===== config.mk =====
export PLATFORM = sky130hd
export DESIGN_NAME = instruction_decode
export DESIGN_NICKNAME = d
export VERILOG_FILES = /design/src/rtl/instruction_decode.sv
export SDC_FILE = /design/constraint.sdc
export NUM_CORES = 2
export LEC_CHECK = 0
export ABC_AREA = 0
export ABC_CLOCK_PERIOD_IN_PS = 54600
export CAP_MARGIN = 5
export CORE_ASPECT_RATIO = 0.5
export CORE_MARGIN = 3
export CORE_UTILIZATION = 35
export DETAILED_ROUTE_END_ITERATION = 16
export HOLD_SLACK_MARGIN = 0.15
export PLACE_DENSITY = 0.51
export SLEW_MARGIN = 20
export SYNTH_ARGS = -nofsm -noshare
export SYNTH_HDL_FRONTEND = slang
export SYNTH_SLANG_ARGS = --single-unit

===== constraint.sdc =====
create_clock -name clk -period 54.6 [get_ports clk]
set_clock_uncertainty 0.1 [all_clocks]
set_input_delay 16.38 -clock clk [delete_from_list [all_inputs] [get_ports clk]]
set_output_delay 16.38 -clock clk [all_outputs]
set_load 0.03 [all_outputs]

===== src/rtl/instruction_decode.sv =====
// instruction_decode: ID stage of the 5-stage 32-bit MIPS-style pipeline.
//
// Holds the 32x32 register file (written from WB), decodes main control from
// the opcode, sign-extends the immediate and registers everything into the
// ID/EX pipeline register. Latency is one clock from instruction to outputs.
//
// Ports:
//   clk                 in   system clock, rising edge
//   reset               in   asynchronous active-high reset; clears regfile and outputs
//   programCounterIn    in   [31:0] PC+4 from IF/ID
//   instruction         in   [31:0] instruction word from IF/ID
//   writeRegister       in   [4:0]  regfile write index from WB
//   writeData           in   [31:0] regfile write data from WB
//   regWrite            in   regfile write enable from WB
//   writeBackControl    out  [1:0]  {RegWrite, MemtoReg}
//   memAccessControl    out  [2:0]  {Branch, MemRead, MemWrite}
//   calculationControl  out  [3:0]  {RegDst, ALUOp[1:0], ALUSrc}
//   programCounterOut   out  [31:0] registered PC+4
//   readData1           out  [31:0] registered rs value
//   readData2           out  [31:0] registered rt value
//   immediateOperand    out  [31:0] registered sign-extended imm16
//   writeRegister0      out  [4:0]  registered rt field
//   writeRegister1      out  [4:0]  registered rd field
//
// Build option:
//   ID_WRITE_BYPASS_EN  when defined, a WB write that hits rs/rt in the same
//                       cycle forwards writeData into readData1/readData2.
//                       Otherwise the pre-write register contents are captured.

module instruction_decode (
  input  logic        clk,
  input  logic        reset,
  input  logic [31:0] programCounterIn,
  input  logic [31:0] instruction,
  input  logic [4:0]  writeRegister,
  input  logic [31:0] writeData,
  input  logic        regWrite,
  output logic [1:0]  writeBackControl,
  output logic [2:0]  memAccessControl,
  output logic [3:0]  calculationControl,
  output logic [31:0] programCounterOut,
  output logic [31:0] readData1,
  output logic [31:0] readData2,
  output logic [31:0] immediateOperand,
  output logic [4:0]  writeRegister0,
  output logic [4:0]  writeRegister1
);

  localparam logic [5:0] OpRType = 6'h00;
  localparam logic [5:0] OpLw    = 6'h23;
  localparam logic [5:0] OpSw    = 6'h2B;
  localparam logic [5:0] OpBeq   = 6'h04;
  localparam logic [5:0] OpAddi  = 6'h08;

  // Field decode
  logic [5:0]  opcode;
  logic [4:0]  rsIndex;
  logic [4:0]  rtIndex;
  logic [4:0]  rdIndex;
  logic [15:0] imm16;

  assign opcode  = instruction[31:26];
  assign rsIndex = instruction[25:21];
  assign rtIndex = instruction[20:16];
  assign rdIndex = instruction[15:11];
  assign imm16   = instruction[15:0];

  // Register file
  logic [31:0] registerFile [32];
  logic        writeEnable;

  // Writes to $0 are dropped so it always reads as zero.
  assign writeEnable = regWrite && (writeRegister != 5'd0);

  always_ff @(posedge clk or posedge reset) begin
    if (reset) begin
      for (int i = 0; i < 32; i++) begin
        registerFile[i] <= 32'd0;
      end
    end else if (writeEnable) begin
      registerFile[writeRegister] <= writeData;
    end
  end

  // Read ports
  logic [31:0] rsValue;
  logic [31:0] rtValue;

  always_comb begin
    rsValue = (rsIndex == 5'd0) ? 32'd0 : registerFile[rsIndex];
    rtValue = (rtIndex == 5'd0) ? 32'd0 : registerFile[rtIndex];
`ifdef ID_WRITE_BYPASS_EN
    // Same-edge WB write wins over the stale array value.
    if (writeEnable && (writeRegister == rsIndex)) begin
      rsValue = writeData;
    end
    if (writeEnable && (writeRegister == rtIndex)) begin
      rtValue = writeData;
    end
`endif
  end

  // Main control decode
  logic [3:0] calcNext;
  logic [2:0] memNext;
  logic [1:0] wbNext;

  always_comb begin
    // Unknown opcodes become a bubble: all control low.
    calcNext = 4'b0000;
    memNext  = 3'b000;
    wbNext   = 2'b00;
    case (opcode)
      OpRType: begin
        calcNext = 4'b1100;
        wbNext   = 2'b10;
      end
      OpLw: begin
        calcNext = 4'b0001;
        memNext  = 3'b010;
        wbNext   = 2'b11;
      end
      OpSw: begin
        calcNext = 4'b0001;
        memNext  = 3'b001;
      end
      OpBeq: begin
        calcNext = 4'b0010;
        memNext  = 3'b100;
      end
      OpAddi: begin
        calcNext = 4'b0001;
        wbNext   = 2'b10;
      end
      default: begin
        calcNext = 4'b0000;
        memNext  = 3'b000;
        wbNext   = 2'b00;
      end
    endcase
  end

  logic [31:0] immExtended;
  assign immExtended = {{16{imm16[15]}}, imm16};

  // ID/EX pipeline register
  always_ff @(posedge clk or posedge reset) begin
    if (reset) begin
      writeBackControl   <= 2'b00;
      memAccessControl   <= 3'b000;
      calculationControl <= 4'b0000;
      programCounterOut  <= 32'd0;
      readData1          <= 32'd0;
      readData2          <= 32'd0;
      immediateOperand   <= 32'd0;
      writeRegister0     <= 5'd0;
      writeRegister1     <= 5'd0;
    end else begin
      writeBackControl   <= wbNext;
      memAccessControl   <= memNext;
      calculationControl <= calcNext;
      programCounterOut  <= programCounterIn;
      readData1          <= rsValue;
      readData2          <= rtValue;
      immediateOperand   <= immExtended;
      writeRegister0     <= rtIndex;
      writeRegister1     <= rdIndex;
    end
  end

endmodule


### Word-level counts from Yosys, hierarchy flattened

Cells that the tools add are included.

* reduce and logical (&&, ||, !) cells: 8
* equal/unequal tests: 4
* $mul: 0
* bitwise operators: 3
* shift operators: 0
* div/mod/pow operators: 0
* add/subtract/negate cells: 0
* $lt $le $gt $ge: 4
* multiplexer cells: 14

Operator list (number)
* $bwmux 1024: 1
* $bmux 32 s5: 2
* $mux 32: 7
* $demux 32 s5: 1
* $ge 6x6->1 const B: 3
* $not 5->6: 3
* $eq 6x6->1 const B: 2
* $pmux 4 s3: 1
* $logic_not 5->1: 2
* $pmux 3 s3: 1
* $eq 6x3->1 const B: 1
* $eq 6x4->1 const B: 1
* $logic_not 6->1: 1
* $lt 6x1->1 const B: 1
* $reduce_bool 5->1: 1
* $pmux 2 s2: 1
* $reduce_or 3->1: 1
* $logic_and 1x1->1: 2
* $reduce_or 2->1: 1

* memory bits (read-only): 0
* output and inout port bits: 147
* memory bits (writable): 0
* register bits after elaboration: 1155
* latch bits: 0
* logic and storage cells: 74
* memories: 0

### Longest topological paths before layout

* word-level depth: 6
* depth in mapped cells: 8
* gate-level depth less buffers: 4

### Worst setup path after synthesis

OpenSTA, ideal clock, no wires.

* path type: input to register
* from: input port instruction[22]
* to: register readData1[10]
* setup time: 141 ps
* stages: 6
* path slack: 36687 ps
* arrival time: 17672 ps
* cell sequence: buf_6 -> buf_6 -> buf_2 -> mux4_2 -> a22oi_1 -> a31oi_1

* cells in the longest elaborated chain, start to end: 5

Ends and longest elaborated chain
* start, declared: RTL line 34 `input logic [31:0] instruction,`
* $not 5->6 (implied by the code): RTL line 90 `rsValue = (rsIndex == 5'd0) ? 32'd0 : registerFile[rsIndex];`
* $bmux 32 s5: RTL line 90
* $mux 32 (implied by the code) (2 in series): RTL line 90
* $mux 32 (*): RTL line 90
* named net rsValue[10]: RTL line 86 `logic [31:0] rsValue;`
* end signal, assigned: RTL line 163 `readData1 <= rsValue;`
* end, declared: RTL line 42 `output logic [31:0] readData1,`

Mark *: on every way through the listed nets, which the timed path passes. The rest lies on a longest branch. The select of a mux whose other input is x is not followed.
A chain may end at the register's enable or synchronous reset.

==> metrics.yaml <==
num_vias: 36228
yosys_most_used_dff: "dfrtp_1"
synth_compound_area_frac: 0.0427
initial_core_util: 0.357
syn_to_final_growth_pct: 13.3
total_power_mw: 2.46
wl_mm: 202
seqPwrFrac: 0.457
arrival_ns: 20.88
endpoint: "registerFile[798]"
r2r-start: "registerFile[897]"
die_w_microns: 582
power_frac_comb: 0.193
leakage_nw: 27.8
cts.sink_count: 1149
yosys_register_bits: 1149
nets: 3854
h-tree-depth: 3
fin_crit_sh: 0.371
holdCritPathClass: "reg -> reg"
ys_seq_area_frac: 0.496
post_cts_buffers: 0
p_int_mw: 1.78
routedWlPerCell_microns: 33.6
ant_nets: 0
firstDrtPassIters: 5
antenna_found_initial: 17
synth_edf_count: 0
ios: 251
rows: 104
port_buffers: 250
finalHoldViolCount: 0
die_h_microns: 294
clkSlewWorstSetupHoldPaths_ns: 0.07
place_hpwl_mm: 108
syn_area_sq_um: 58000
avgSynthCellArea_sq_um: 15.5
rrSetupSlack_ns: 52.60
maxCapViolations: 0
rr_worst_depth: 4
layout_min_cycle_time_ns: 20.27
status: "completed"
powerDensity_nw_per_um2: 37.4
slew_headroom: 0.237
die_area_sq_um: 171000
grt_setup_unrepaired: "no"
ys_types: 45
cp_data_required_time_ns: 55.21
ys_warn_count: 0
netlist_instances: 3744
finalSetupViolCount: 0
grt_overflow_total: 0
grt_max_degree: 150
cts_hold_buf: 0
cts_root_buffer: "clkbuf_16"
cts_made_buffers: 114
max_freq_mhz: 49.3
grt_pass1_vias: 38149
setup_ws_ns: 34.33
r2r-end: "readData2[1]"
cp-start-kind: "input pin"
maxSlewViolCount: 0
postCtsResizedCells: 0
synthAdderAreaFrac: 0
syn_nets: 3848
timing.setup.tns_ns: 0
worstMarginPinSlew_ns: 1.14
drc_errors: 0
cts_tree: "done"
synth_top_family_by_area: "multiplexers"
sw_frac_of_total: 0.276
path_class: "in -> async"
placed_cells: 5806
synthSimpleGateAreaFrac: 0.0131
cp-startpoint: "reset"
synth_mux_area_frac: 0.406
clkPwrFrac: 0.350
cp_max_fo: 100
clk_latency_ns: 0.70
grt_pass1_wl_mm: 291
drtIter0Drc: 3253
switchingPower_mw: 0.678
placeableCoreArea_sq_um: 163000
async_reset_ff_frac: 1.00
synth-xor-area-share: 0
clk_path_buf_depth: 3
gp_congestion: 0.775
layout.cells.non_filler: 6027
track_usage: 0.235
vias_per_cell: 6.01
dp_slack_ns: 33.38
drive_above_1_share: 0.469
ir_drop_v: 0.0000318
critPathCaptureType: "async pin"
-- critical path, stage by stage --
cell and delay [ns]:
clkdlybuf4s50_1 0.49, inv_8 0.54, buf_4 0.76, buf_4 0.82
buf_4 0.77, buf_4 0.78
-- sequential cells by signal, indices dropped and copies added, names as in the netlist, 3 cells and up --
| signal | count |
|---|---|
| readData2 | 32 |
| immediateOperand | 12 |
| calculationControl | 3 |
| readData1 | 32 |
| programCounterOut | 32 |
| writeRegister1 | 4 |
| registerFile | 1024 |
| memAccessControl | 3 |
| writeRegister0 | 5 |
-- synthesized netlist by cell type, types with 4 or more instances --
cell       instances  area (sq um)
mux2i_1          192          1920
a31oi_1           32           200
o21ai_1            7          35.0
mux2_2          1007         11300
o21ai_0           70           350
nor4_1             4          25.0
nor3b_1            5          37.5
buf_4             98           736
mux4_2           447         10100
buf_6             26           293
a22oi_1           64           480
buf_1              5          18.8
dfrtp_1         1149         28800
buf_2            117           586
clkbuf_1         193           724
a221oi_1          44           385
a311oi_1          32           280
a211oi_1          32           240
nand2_1           56           210
nor2b_1           37           231
nor2_2             5          31.3
mux2_1            17           191
a221o_1           32           320
o2111ai_1         20           175
nor2_1            19          71.3
nand3b_1           4          30.0
-- power by group through the flow --
stage,clock [mW],sequential (mW),combinational [mW]
floorplan,0,1.11,0.351
global placement,0,1.12,0.469
detailed placement,0,1.13,0.479
CTS,0.882,1.12,0.480
global route,0.918,1.14,0.510
finish,0.859,1.12,0.475
-- worst min-delay path by stage --
stage,to,startpoint,depth (start not counted),slack [ns]
after global placement,registerFile[1018],registerFile[1018],0,0.28
after detailed placement,registerFile[1000],registerFile[1000],0,0.28
after floorplan,registerFile[1000],registerFile[1000],1,0.34
after global routing,registerFile[1011],registerFile[1011],0,0.31
after CTS,registerFile[1018],registerFile[1018],0,0.30
final,registerFile[1000],registerFile[1000],0,0.30
-- cells in the final DEF (no fill, tap or decap), drive strengths merged, types with 4 or more instances in the layout --
master,Yosys,layout
nor4,4,4
mux2,1024,1024
dfrtp,1149,1149
nand2,56,56
mux4,448,448
bufinv,0,16
nand3b,4,4
a31oi,32,32
clkinv,0,27
a221oi,44,44
mux2i,192,192
clkinvlp,0,7
a22oi,64,64
a211oi,32,32
a311oi,32,32
nor2,24,24
clkdlybuf4s50,0,228
nor2b,37,37
o21ai,77,77
o2111ai,20,20
inv,4,10
buf,251,107
diode,0,4
clkbuf,194,160
a221o,32,32
nor3b,5,5
-- layer usage --
layer  vias up  wire length, microns  GRT usage
met2      1269                 93800      0.376
met4         6                  6930     0.0731
li1      14471                     -          -
met1     20127                 89900      0.330
met5         -                    33          0
met3       355                 11600     0.0382
-- stage by stage --
step | cell area [sq um] | hold slack, ns | util
finish | 65700 | 0.297 | 0.404
global route | 65700 | 0.307 | 0.404
CTS | 65700 | 0.298 | 0.404
detailed placement | 61700 | 0.282 | 0.379
global placement | 61700 | 0.277 | 0.379
floorplan | 58000 | 0.341 | -
-- logic make-up (layout without fill, tap and decap cells) --
| kind of cell | Yosys count | after routing |
|---|---|---|
| other cells | 0 | 4 |
| simple gates | 148 | 148 |
| mux | 1664 | 1664 |
| flops | 1149 | 1149 |
| buf+inv | 449 | 555 |
| compound gates | 334 | 334 |
-- final cells by class --
cell class,instances,area (sq um)
flip-flops and latches,1149,28800
clock inverters,56,743
well taps,2173,2720
diodes,4,10.0
clock buffers,160,3280
inverters,4,27.5
fillers,14792,96900
multi-input cells,2146,27000
repair buffers,335,3170
Power figures use the tool's default switching activity.
